**config.mk**
```make
export PLATFORM = sky130hd
export DESIGN_NAME = seed_random_2_card_dealer
export DESIGN_NICKNAME = d
export VERILOG_FILES = /design/src/rtl/seed_random_2_card_dealer.sv
export SDC_FILE = /design/constraint.sdc
export NUM_CORES = 1
export LEC_CHECK = 0
export ABC_AREA = 1
export CAP_MARGIN = 20
export CORE_ASPECT_RATIO = 0.8
export CORE_UTILIZATION = 40
export DETAILED_ROUTE_END_ITERATION = 16
export PLACE_DENSITY = 0.64
export SYNTH_ARGS = -nofsm -noshare
export SYNTH_HDL_FRONTEND = slang
export SYNTH_SLANG_ARGS = --single-unit
```
**constraint.sdc**
```tcl
create_clock -name clk_dp_i -period 5.33 [get_ports clk_dp_i]
set_clock_uncertainty 0.15 [all_clocks]
set_input_delay 0.533 -clock clk_dp_i [delete_from_list [all_inputs] [get_ports clk_dp_i]]
set_output_delay 0.533 -clock clk_dp_i [all_outputs]
set_load 0.005 [all_outputs]
```
**src/rtl/seed_random_2_card_dealer.sv**
```systemverilog
// Multi-deck card dealer. A free-running 16-bit Galois LFSR supplies the
// entropy; a per-card usage table caps every card at NUM_DECKS deals per shoe.
//
// state | meaning
// IDLE  | waiting for a request or a shuffle
// CHECK | probing the usage table from the reduced LFSR index
// DONE  | card committed; the valid pulse follows on the next cycle
module seed_random_2_card_dealer #(
   parameter int          NUM_DECKS = 1,
   parameter logic [15:0] SEED      = 16'hACE1
) (
   input  logic       clk_dp_i,
   input  logic       rst_dp_i,
   input  logic       req_card_i,
   input  logic       shuffle_i,
   output logic [7:0] card_to_send_o,
   output logic       card_valid_o,
   output logic       empty_o,
   output logic       busy_o,
   output logic [8:0] cards_left_o
);

   localparam logic [1:0]  ST_IDLE   = 2'd0;
   localparam logic [1:0]  ST_CHECK  = 2'd1;
   localparam logic [1:0]  ST_DONE   = 2'd2;
   localparam logic [8:0]  FULL_SHOE = 9'(52 * NUM_DECKS);
   localparam logic [3:0]  DECK_CNT  = 4'(NUM_DECKS);
   localparam logic [15:0] LFSR_MASK = 16'hB400;

   logic [1:0]  state_q, state_d;
   logic [15:0] lfsr_q, lfsr_d;
   logic [5:0]  idx_q, idx_d;
   logic [7:0]  card_q, card_d;
   logic [8:0]  left_q, left_d;
   logic        valid_q, valid_d;
   logic        empty_q, empty_d;
   logic        clear_tbl;
   logic        inc_tbl;
   logic [3:0]  used_q [52];
   logic [5:0]  raw_idx;
   logic [5:0]  red_idx;

   // Map a 0..51 index to {00, suit, rank} without a divider.
   function automatic logic [7:0] encode(input logic [5:0] idx);
      logic [1:0] suit;
      logic [5:0] rem;
      if (idx >= 6'd39) begin
         suit = 2'd3;
         rem  = idx - 6'd39;
      end else if (idx >= 6'd26) begin
         suit = 2'd2;
         rem  = idx - 6'd26;
      end else if (idx >= 6'd13) begin
         suit = 2'd1;
         rem  = idx - 6'd13;
      end else begin
         suit = 2'd0;
         rem  = idx;
      end
      return {2'b00, suit, rem[3:0] + 4'd1};
   endfunction

   // Galois step and fold of the low six bits into 0..51 (bias accepted).
   always_comb begin
      lfsr_d  = {1'b0, lfsr_q[15:1]} ^ (lfsr_q[0] ? LFSR_MASK : 16'h0000);
      raw_idx = lfsr_q[5:0];
      red_idx = (raw_idx >= 6'd52) ? raw_idx - 6'd52 : raw_idx;
   end

   // Dealer FSM next-state and datapath control.
   always_comb begin
      state_d   = state_q;
      idx_d     = idx_q;
      card_d    = card_q;
      left_d    = left_q;
      valid_d   = 1'b0;
      empty_d   = 1'b0;
      clear_tbl = 1'b0;
      inc_tbl   = 1'b0;
      case (state_q)
         ST_IDLE: begin
            if (shuffle_i) begin
               clear_tbl = 1'b1;
               left_d    = FULL_SHOE;
            end else if (req_card_i) begin
               idx_d   = red_idx;
               state_d = ST_CHECK;
            end
         end
         ST_CHECK: begin
            if (left_q == 9'd0) begin
               empty_d = 1'b1;
               state_d = ST_IDLE;
            end else if (used_q[idx_q] < DECK_CNT) begin
               inc_tbl = 1'b1;
               left_d  = left_q - 9'd1;
               card_d  = encode(idx_q);
               state_d = ST_DONE;
            end else begin
               // A free slot is guaranteed while cards remain, so the probe ends.
               idx_d = (idx_q == 6'd51) ? 6'd0 : idx_q + 6'd1;
            end
         end
         ST_DONE: begin
            valid_d = 1'b1;
            state_d = ST_IDLE;
         end
         default: state_d = ST_IDLE;
      endcase
   end

   // Control and datapath registers; the LFSR runs in every state.
   always_ff @(posedge clk_dp_i or negedge rst_dp_i) begin
      if (!rst_dp_i) begin
         state_q <= ST_IDLE;
         lfsr_q  <= SEED;
         idx_q   <= 6'd0;
         card_q  <= 8'd0;
         left_q  <= FULL_SHOE;
         valid_q <= 1'b0;
         empty_q <= 1'b0;
      end else begin
         state_q <= state_d;
         lfsr_q  <= lfsr_d;
         idx_q   <= idx_d;
         card_q  <= card_d;
         left_q  <= left_d;
         valid_q <= valid_d;
         empty_q <= empty_d;
      end
   end

   // Per-card deal counts for the current shoe.
   always_ff @(posedge clk_dp_i or negedge rst_dp_i) begin
      if (!rst_dp_i) begin
         for (int i = 0; i < 52; i++) used_q[i] <= 4'd0;
      end else if (clear_tbl) begin
         for (int i = 0; i < 52; i++) used_q[i] <= 4'd0;
      end else if (inc_tbl) begin
         used_q[idx_q] <= used_q[idx_q] + 4'd1;
      end
   end

   assign card_to_send_o = card_q;
   assign card_valid_o   = valid_q;
   assign empty_o        = empty_q;
   assign busy_o         = (state_q != ST_IDLE);
   assign cards_left_o   = left_q;

endmodule
```
==> results of run 1 <==
cell usage after synthesis:
| master | number |
|---|---|
| nand3_2 | 21 |
| dfrtp_1 | 238 |
| inv_1 | 225 |
| buf_12 | 2 |
| conb_1 | 1 |
| buf_4 | 23 |
| nand3_1 | 105 |
| inv_4 | 1 |
| nor3_1 | 56 |
| nor2_1 | 251 |
| o31ai_1 | 1 |
| a221oi_1 | 1 |
| a21oi_1 | 1 |
| o21ai_0 | 67 |
| buf_8 | 2 |
| clkinv_1 | 4 |
| ha_1 | 15 |
| nand2_1 | 713 |
| xor2_1 | 13 |
| or2_2 | 5 |
| nand3_4 | 20 |
| a22o_1 | 4 |
| o22ai_1 | 18 |
| o211ai_1 | 1 |
| inv_2 | 3 |
| buf_2 | 43 |
| nand3b_1 | 1 |
| xnor2_1 | 3 |
| nand2_2 | 2 |
| nor2_2 | 2 |
| nor2_4 | 2 |
| a21boi_0 | 1 |
| nand4_1 | 158 |
| clkbuf_1 | 55 |
| o21ai_1 | 25 |
| buf_6 | 4 |
| dfstp_2 | 11 |
metal layers:
layer,part of all wire,GRT usage,up-vias
li1,-,-,6617
met1,0.45,0.3402,6599
met2,0.44,0.3589,531
met3,0.088,0.03815,71
met4,0.019,0.05487,0
met5,0,0,-
sequential cells by signal, indices dropped and copies added (netlist names):
register        cells
used_q            208
lfsr_q             16
cards_left_o        9
card_to_send_o      6
idx_q               6
state_q             2
card_valid_o        1
empty_o             1
worst reg2reg max path, stage by stage, from the launching register on:
cell     delay (ns)
dfrtp_4        0.64
inv_4          0.46
o21ai_0        0.33
o22ai_1        0.13
a22o_1         0.22
o21ai_0        0.36
o21ai_1        0.13
nor2_1         0.15
ha_1           0.19
nand3_2        0.18
nand2_8        0.53
buf_4          0.53
nand3_1        0.23
nand2_1        0.11
nand2_1        0.06
kinds of logic (layout without fill, tap and decap cells):
logic type,Yosys count,count (layout),synth area share
AOI/OAI and AO/OA,119,119,0.04334
DFF,249,249,0.4200
buffers and inverters,362,329,0.1067
xor gates and xnor gates,16,16,0.009426
other,1,2,0.0002522
adders and majority gates,15,15,0.01262
and+or+nand+nor,1336,1336,0.4076
area by class of cell:
type                       instances  area [µm²]
fill                            3685       20110
clock inverter                     5       27.53
tap                              480       600.6
timing repair buffer              48       470.5
inverter                         233       877.1
multi-input combinational       1488        7077
sequential                       249        6250
clock buffer                      43       815.8
worst paths after layout:
kind | slack, ns | cells after the start | startpoint | end
worst max-delay path | 0.82 | 14 | idx_q[0] | used_q[10]
worst min-delay path | 0.20 | 0 | lfsr_q[8] | lfsr_q[7]
min in group asynchronous | 0.44 | 2 | rst_dp_i | used_q[51]
worst min register to register | 0.20 | 0 | lfsr_q[8] | lfsr_q[7]
max in group asynchronous | 3.30 | 3 | rst_dp_i | used_q[114]
worst max register to register | 0.82 | 14 | idx_q[0] | used_q[10]
power groups by stage:
stage | logic, mW | clock network [mW] | registers (mW)
after CTS | 3.21 | 1.87 | 2.07
after detailed placement | 3.20 | 0 | 2.10
after global placement | 3.16 | 0 | 2.10
after floorplan | 2.37 | 0 | 2.07
after global routing | 3.50 | 1.94 | 2.08
final | 3.25 | 1.84 | 2.07
==> impl_metrics.ini, run 1 <==
[cts]
clk_transition_reported_paths_ns = 0.06
numCtsBuffers = 26
htreeDepth = 1
cts_root_buf = clkbuf_16
cts.hold.buffers_added = 1
postCtsSetupBuffers = 0
post_cts_resized = 0
cts_max_path_buffers = 3
clock-sinks = 249
clk_latency_ns = 0.56
cts_tree = done

[sta]
finalSetupTns_ns = 0
grt_setup_unrepaired = false
tightest_slew_ns = 1.103
fin_ws_ns = 0.8156
finalCritPeriodShare = 0.8470
finalSetupViolCount = 0
drv_slew = 0
max_freq_ghz = 0.2215
relSlewSlack = 0.2650
whs_ns = 0.2026
finalCriticalPeriod_ns = 4.514
hold_viol = 0

[floorplanning]
rows = 62
core-area_um2 = 36230
io_pins = 24
die_x_um = 217.5
die_y_um = 174.4
die_area_um2 = 37950
start_util = 0.4104

[final_layout]
area_delta_synth_final_pct = 8.416
fin_area_um2 = 16120
drive_above_1_share = 0.06728
layout_commonest_cell = nand2_1
final_cell_mix = 713 x nand2_1, 250 x nor2_1, 236 x dfrtp_1, 225 x inv_1, 158 x nand4_1
nets = 2065
final_util = 0.4449
antenna_cells = 0
layout.cells.non_filler = 2546

[synth]
yosysSeqAreaShare = 0.4200
yosys-top-cells-area = dfrtp_1 40%, nand2_1 18%, nand4_1 6.6%
postSynthRegisterBits = 249
synth_top_cell_by_area = dfrtp_1
synth.distinct_cells = 37
yosys_warnings = 0
yosysTopAreaCellShare = 0.4006
postSynthAreaPerCell_um2 = 7.086
synth_cells = 2098
netlist_area_um2 = 14870

[worst_setup_path]
startpoint_type = flip-flop
cp_num_buf_inv = 2
cp_data_arrival_time_ns = 4.80
cp_data_required_time_ns = 5.62
cp_slowest_cell = dfrtp_4
endpoint_kind = flip-flop
crit_path_cell_trace = inv_4 > o21ai_0 > o22ai_1 > a22o_1 > o21ai_0 > o21ai_1 > nor2_1 > ha_1 > nand3_2 > nand2_8 > buf_4 > nand3_1 > nand2_1 > nand2_1
critical_path.max_stage_delay_ns = 0.64
crit_family = simple AND/OR/NAND/NOR gates
critPathKind = flip-flop to flip-flop
cp_max_fo = 96

[power_and_ir_drop]
power_density_nw_per_um2 = 444.0
power_switching_mw = 3.380
clockPowerShare = 0.257
pwr-share-comb = 0.454
finalPower_mw = 7.156
p_sw_frac = 0.4724
leakagePower_nw = 8.450
ir_worst_vdd_mv = 0.3678
intPower_mw = 3.776
seq_power_share = 0.289

[drt]
dr.pass1.iters = 5
ant_nets = 0
wl_per_cell_um = 17.20
via_per_inst = 5.427
drc = 0
drt_iter0_markers = 1570
vias = 13818
wl_um = 43800

[placed_design]
gp_routability_congestion = 0.8747
place_inst = 2497
port_buffers = 21
dp_slack_ns = 0.9323
place_area_um2 = 15260
hpwl_um = 26420

[grt]
grt_max_degree = 118
globalRouteTotalUtil = 0.2333
first_global_vias = 12917
antenna_found_initial = 0
grt_pass1_wl_um = 70800
grt-ovfl-total = 0

[hold_path]
hold_class = flip-flop to flip-flop

[outcome]
status = completed

[flow_run]
drv_cap = 0
(Power assumes the default switching activity.)
==> run 2: changes to the inputs <==
==> constraint.sdc (replaced) <==
create_clock -name clk_dp_i -period 4.5 [get_ports clk_dp_i]
set_clock_uncertainty 0.15 [all_clocks]
set_input_delay 0.45 -clock clk_dp_i [delete_from_list [all_inputs] [get_ports clk_dp_i]]
set_output_delay 0.45 -clock clk_dp_i [all_outputs]
set_load 0.005 [all_outputs]
==> run 2 against run 1 <==
Effect of this change:
- worst setup slack lost 0.42 ns
- sequential power grew 18%
- clock power grew 21%
- die area is the same
- largest cell class unchanged
- first-iteration DRC count shrank 9.4%
- sequential cell count is the same
- non-clock buffer count grew 8
- critical path depth is the same
- maximum frequency grew 10%
- critical endpoint is now used_q[129]
==> impl_metrics.ini, run 2 (synthesis gave the netlist of run 1 again) <==
[final_layout]
layout.cells.non_filler = 2554
area_delta_synth_final_pct = 9.569
nets = 2073
largest_reg_flops = 208
fin_area_um2 = 16290
antenna_cells = 0
largest_register = used_q
final_util = 0.4496
fillers = 3603
drive_above_1_share = 0.07425
multi_input_area_um2 = 7077
layout_commonest_cell = nand2_1
seqCellArea_um2 = 6250
final_cell_mix = 713 x nand2_1, 250 x nor2_1, 236 x dfrtp_1, 225 x inv_1, 158 x nand4_1

[floorplanning]
core-area_um2 = 36230
io_pins = 24
die_y_um = 174.4
start_util = 0.4104
die_area_um2 = 37950
die_x_um = 217.5
rows = 62

[power_and_ir_drop]
p_sw_frac = 0.4731
power_density_nw_per_um2 = 532.2
finalPower_mw = 8.670
leakagePower_nw = 8.525
pwr-share-comb = 0.462
clockPowerShare = 0.257
intPower_mw = 4.568
seq_power_share = 0.281
power_switching_mw = 4.101
ir_worst_vdd_mv = 0.4573

[sta]
tightest_slew_ns = 0.9333
fin_ws_ns = 0.3984
finalSetupTns_ns = 0
finalCriticalPeriod_ns = 4.102
max_freq_ghz = 0.2438
finalSetupViolCount = 0
hold_viol = 0
grt_setup_unrepaired = false
relSlewSlack = 0.3778
finalCritPeriodShare = 0.9115
drv_slew = 0
whs_ns = 0.1993

[cts]
cts_tree = done
cts_max_path_buffers = 3
numCtsBuffers = 26
clock-sinks = 249
clk_transition_reported_paths_ns = 0.07
htreeDepth = 1
clk_latency_ns = 0.56
cts_root_buf = clkbuf_16

[drt]
ant_nets = 0
drt_iter0_markers = 1423
wl_um = 43930
dr.pass1.iters = 5
via_per_inst = 5.344
vias = 13648
drc = 0
wl_per_cell_um = 17.20

[worst_setup_path]
critPathKind = flip-flop to flip-flop
reg2reg_slack_ns = 0.40
regToRegStartpoint = idx_q[1]
startpoint_type = flip-flop
cp_data_arrival_time_ns = 4.40
cp_max_fo = 56
r2r-end = used_q[129]
endpoint_kind = flip-flop
rr_worst_depth = 14
cp_data_required_time_ns = 4.80

[grt]
top_usage_layer = met2
use_met1 = 0.3397
antenna_found_initial = 0
globalRouteTotalUtil = 0.2335
gr-usage-met3 = 0.04094
grt-ovfl-total = 0
grt_pass1_wl_um = 70860
use_met2 = 0.3574
grt_max_degree = 125
first_global_vias = 13052

[hold_path]
holdPathStages = 0
hold_class = flip-flop to flip-flop
worstHoldStart = lfsr_q[9]
hold_end = lfsr_q[8]

[placed_design]
hpwl_um = 26670
dp_slack_ns = 0.4231
place_inst = 2503
place_area_um2 = 15370
gp_routability_congestion = 0.8367
port_buffers = 21

[flow_run]
drv_cap = 0

[outcome]
status = completed
[run 2: critical path, cell delays in order (launching register included)]
cell and delay [ns]:
dfrtp_2 0.64, inv_2 0.30, buf_4 0.30, o21ai_0 0.09, o22ai_1 0.15, a221oi_1 0.60
o21ai_1 0.13, nor2_1 0.16, ha_1 0.19, nand3_2 0.18, nand2_8 0.40, buf_4 0.37
nand3_2 0.15, nand2_1 0.11, nand2_1 0.05
[run 2: power by group through the flow]
stage	sequential [mW]	clock, mW	combinational (mW)
finish	2.44	2.23	4.00
global route	2.45	2.35	4.29
CTS	2.43	2.27	3.92
detailed placement	2.47	0	3.90
global placement	2.47	0	3.86
floorplan	2.45	0	2.80
[run 2: layout make-up]
class                   instances  area share
well taps                     480     0.03687
multi-input cells            1488      0.4344
clock buffers                  31     0.04424
flip-flops and latches        249      0.3837
clock inverters                17    0.009294
inverters                     233     0.05384
repair buffers                 56     0.03764
[run 2: repair_timing]
action                     in CTS  in global routing
setup endpoints to repair       0                  0
hold buffers                    1                  0
hold endpoints to repair      110                  0
resized for setup               0                  0
buffers inserted                0                  0
[run 2: worst max-delay path by stage]
stage / to / slack (ns) / start
floorplan: used_q[37] / 1.37 / idx_q[1]
global placement: used_q[134] / 0.48 / idx_q[1]
detailed placement: used_q[162] / 0.42 / idx_q[1]
CTS: used_q[162] / 0.42 / idx_q[1]
global route: used_q[22] / 0.14 / idx_q[1]
finish: used_q[129] / 0.40 / idx_q[1]
[run 2: metal layers]
metal | vias up | routed length, µm
met5 | - | 0
met4 | 0 | 928
met2 | 553 | 19070
met1 | 6405 | 20070
li1 | 6610 | -
met3 | 80 | 3866
==> run 3: changes to the inputs <==
--- a/config.mk
+++ b/config.mk
@@ -10,7 +10,9 @@
 export CORE_ASPECT_RATIO = 0.8
 export CORE_UTILIZATION = 40
 export DETAILED_ROUTE_END_ITERATION = 16
-export PLACE_DENSITY = 0.64
+export DONT_BUFFER_PORTS = 1
+export GPL_ROUTABILITY_DRIVEN = 0
+export PLACE_DENSITY = 0.63
 export SYNTH_ARGS = -nofsm -noshare
 export SYNTH_HDL_FRONTEND = slang
 export SYNTH_SLANG_ARGS = --single-unit
==> run 3 against run 2 <==
Effect of this change:
- the run now ends with negative hold slack left
- sequential power about the same
- sequential cell count unchanged
- total power increased by 1.1%
- non-clock buffer count decreased by 24
- core utilization decreased by 0.46 points
- combinational power decreased by 5%
- die area unchanged
- routed wire length about the same
- first-iteration DRC count increased by 2.4%
- largest cell class unchanged
- highest routed layer unchanged
==> impl_metrics.ini, run 3 (synthesis gave the netlist of run 1 again) <==
[power_and_ir_drop]
pwr-share-comb = 0.435
leakagePower_nw = 8.480
p_sw_frac = 0.4571
clockPowerShare = 0.287
seq_power_share = 0.278
power_switching_mw = 4.007
intPower_mw = 4.759
ir_worst_vdd_mv = 0.5696
power_density_nw_per_um2 = 543.7

[sta]
finalSetupViolCount = 0
tightest_slew_ns = 1.019
finalCritPeriodShare = 0.8456
hold_viol = 249
grt_setup_unrepaired = false
whs_ns = -0.5404
drv_slew = 0
max_freq_ghz = 0.2628
finalSetupTns_ns = 0
finalCriticalPeriod_ns = 3.805
relSlewSlack = 0.3204

[drt]
drt_iter0_markers = 1457
via_per_inst = 5.412
wl_per_cell_um = 17.35
drc = 0
dr.pass1.iters = 5
vias = 13697
wl_um = 43900
ant_nets = 0

[floorplanning]
io_pins = 24
core-area_um2 = 36230
die_y_um = 174.4
rows = 62
die_x_um = 217.5
die_area_um2 = 37950
start_util = 0.4104

[outcome]
status = finished with violations
violations = negative hold slack

[worst_setup_path]
critical_path.max_stage_delay_ns = 0.74
crit_top_cell = nand2_1
cp_num_cells = 17
endpoint_kind = flip-flop
regToRegStartpoint = idx_q[0]
startpoint_type = flip-flop
cp_max_fo = 91
startpoint = idx_q[0]
cp_num_buf_inv = 3
critPathKind = flip-flop to flip-flop
cp_data_arrival_time_ns = 4.14
crit_path_cell_trace = inv_4 > o21ai_0 > nand2_1 > nand2_1 > nand2_1 > nor2_1 > nor2_1 > nor2_4 > nand2_1 > inv_1 > ha_1 > nand3_2 > nand2_8 > buf_4 > nand3_1 > nand2_1 > nand2_1
cp_slowest_cell = inv_4
crit_family = simple AND/OR/NAND/NOR gates
cp_data_required_time_ns = 4.83
rr_worst_depth = 17

[hold_path]
hold_class = input pin to async pin

[final_layout]
final_util = 0.4451
layout_commonest_cell = nand2_1
largest_reg_flops = 208
layout.cells.non_filler = 2531
area_delta_synth_final_pct = 8.450
largest_register = used_q
drive_above_1_share = 0.07362
nets = 2050
final_cell_mix = 713 x nand2_1, 250 x nor2_1, 236 x dfrtp_1, 225 x inv_1, 158 x nand4_1
antenna_cells = 0

[cts]
cts_root_buf = clkbuf_16
clock-sinks = 249
cts_tree = done
clk_latency_ns = 0.55
numCtsBuffers = 27
cts_max_path_buffers = 3
htreeDepth = 1
postCtsSetupBuffers = 0
clk_transition_reported_paths_ns = 0.07
post_cts_resized = 0

[grt]
first_global_vias = 12924
grt_max_degree = 250
globalRouteTotalUtil = 0.2344
antenna_found_initial = 0
grt-ovfl-total = 0
grt_pass1_wl_um = 71150

[placed_design]
port_buffers = 0
place_inst = 2481
hpwl_um = 26150

[flow_run]
drv_cap = 0
## run 3: cell types whose count changed in the layout (fill, tap and decap cells not counted)
cell | previous run | this run
dlygate4sd3_1 | 1 | 0
buf_4 | 24 | 26
buf_8 | 1 | 0
buf_12 | 9 | 5
clkinv_2 | 9 | 6
bufinv_16 | 2 | 7
clkbuf_1 | 1 | 2
clkdlybuf4s50_1 | 20 | 0
clkinvlp_4 | 5 | 3
## run 3: metal layers
metal / track usage / up-vias / part of all wire / routed length, µm
li1: - / 6564 / - / -
met5: 0 / - / 0 / 0
met4: 0.05663 / 0 / 0.019 / 821
met1: 0.3440 / 6553 / 0.46 / 20360
met3: 0.04514 / 69 / 0.081 / 3571
met2: 0.3523 / 511 / 0.44 / 19150
## run 3: power groups by stage
stage	Sequential, mW	Clock [mW]	Combinational [mW]
6_report	2.44	2.52	3.81
5_1_grt	2.45	2.64	4.10
4_1_cts	2.44	2.56	3.73
3_5_place_dp	2.48	0	3.71
3_3_place_gp	2.47	0	3.67
2_1_floorplan	2.45	0	2.80
## run 3: stage by stage
stage                     total power, mW  setup slack [ns]  instance area, µm²
final                               8.766            0.6950               16120
after CTS                           8.728            0.7463               16100
after global placement              6.146            0.7785               15100
after global routing                9.194            0.4344               16120
after detailed placement            6.190            0.7779               15100
after floorplan                     5.254             1.370               14870
## run 3: final cells by class
class                      instances  area, µm²
clock buffer                      32      724.4
clock inverter                    17      271.5
fill                            3649      20100
inverter                         233      877.1
multi-input combinational       1488       7077
sequential                       249       6250
tap                              480      600.6
timing repair buffer              32      322.8
## run 3: worst register-to-register path, delay by kind of cell (launching register included)
family,cells,cell delay [ns]
fa+ha+maj,1,0.18
buf+inv,3,1.15
simple gates,12,1.41
flops,1,0.51
compound gates,1,0.34
## run 3: final timing paths
| path | endpoint | slack [ns] |
|---|---|---|
| min in group clk_dp_i | state_q[0] | 0.18 |
| min reg2reg | lfsr_q[8] | 0.20 |
| max | used_q[10] | 0.70 |
| max in group asynchronous | used_q[112] | 4.32 |
| min | used_q[63] | -0.54 |
| max reg2reg | used_q[10] | 0.70 |
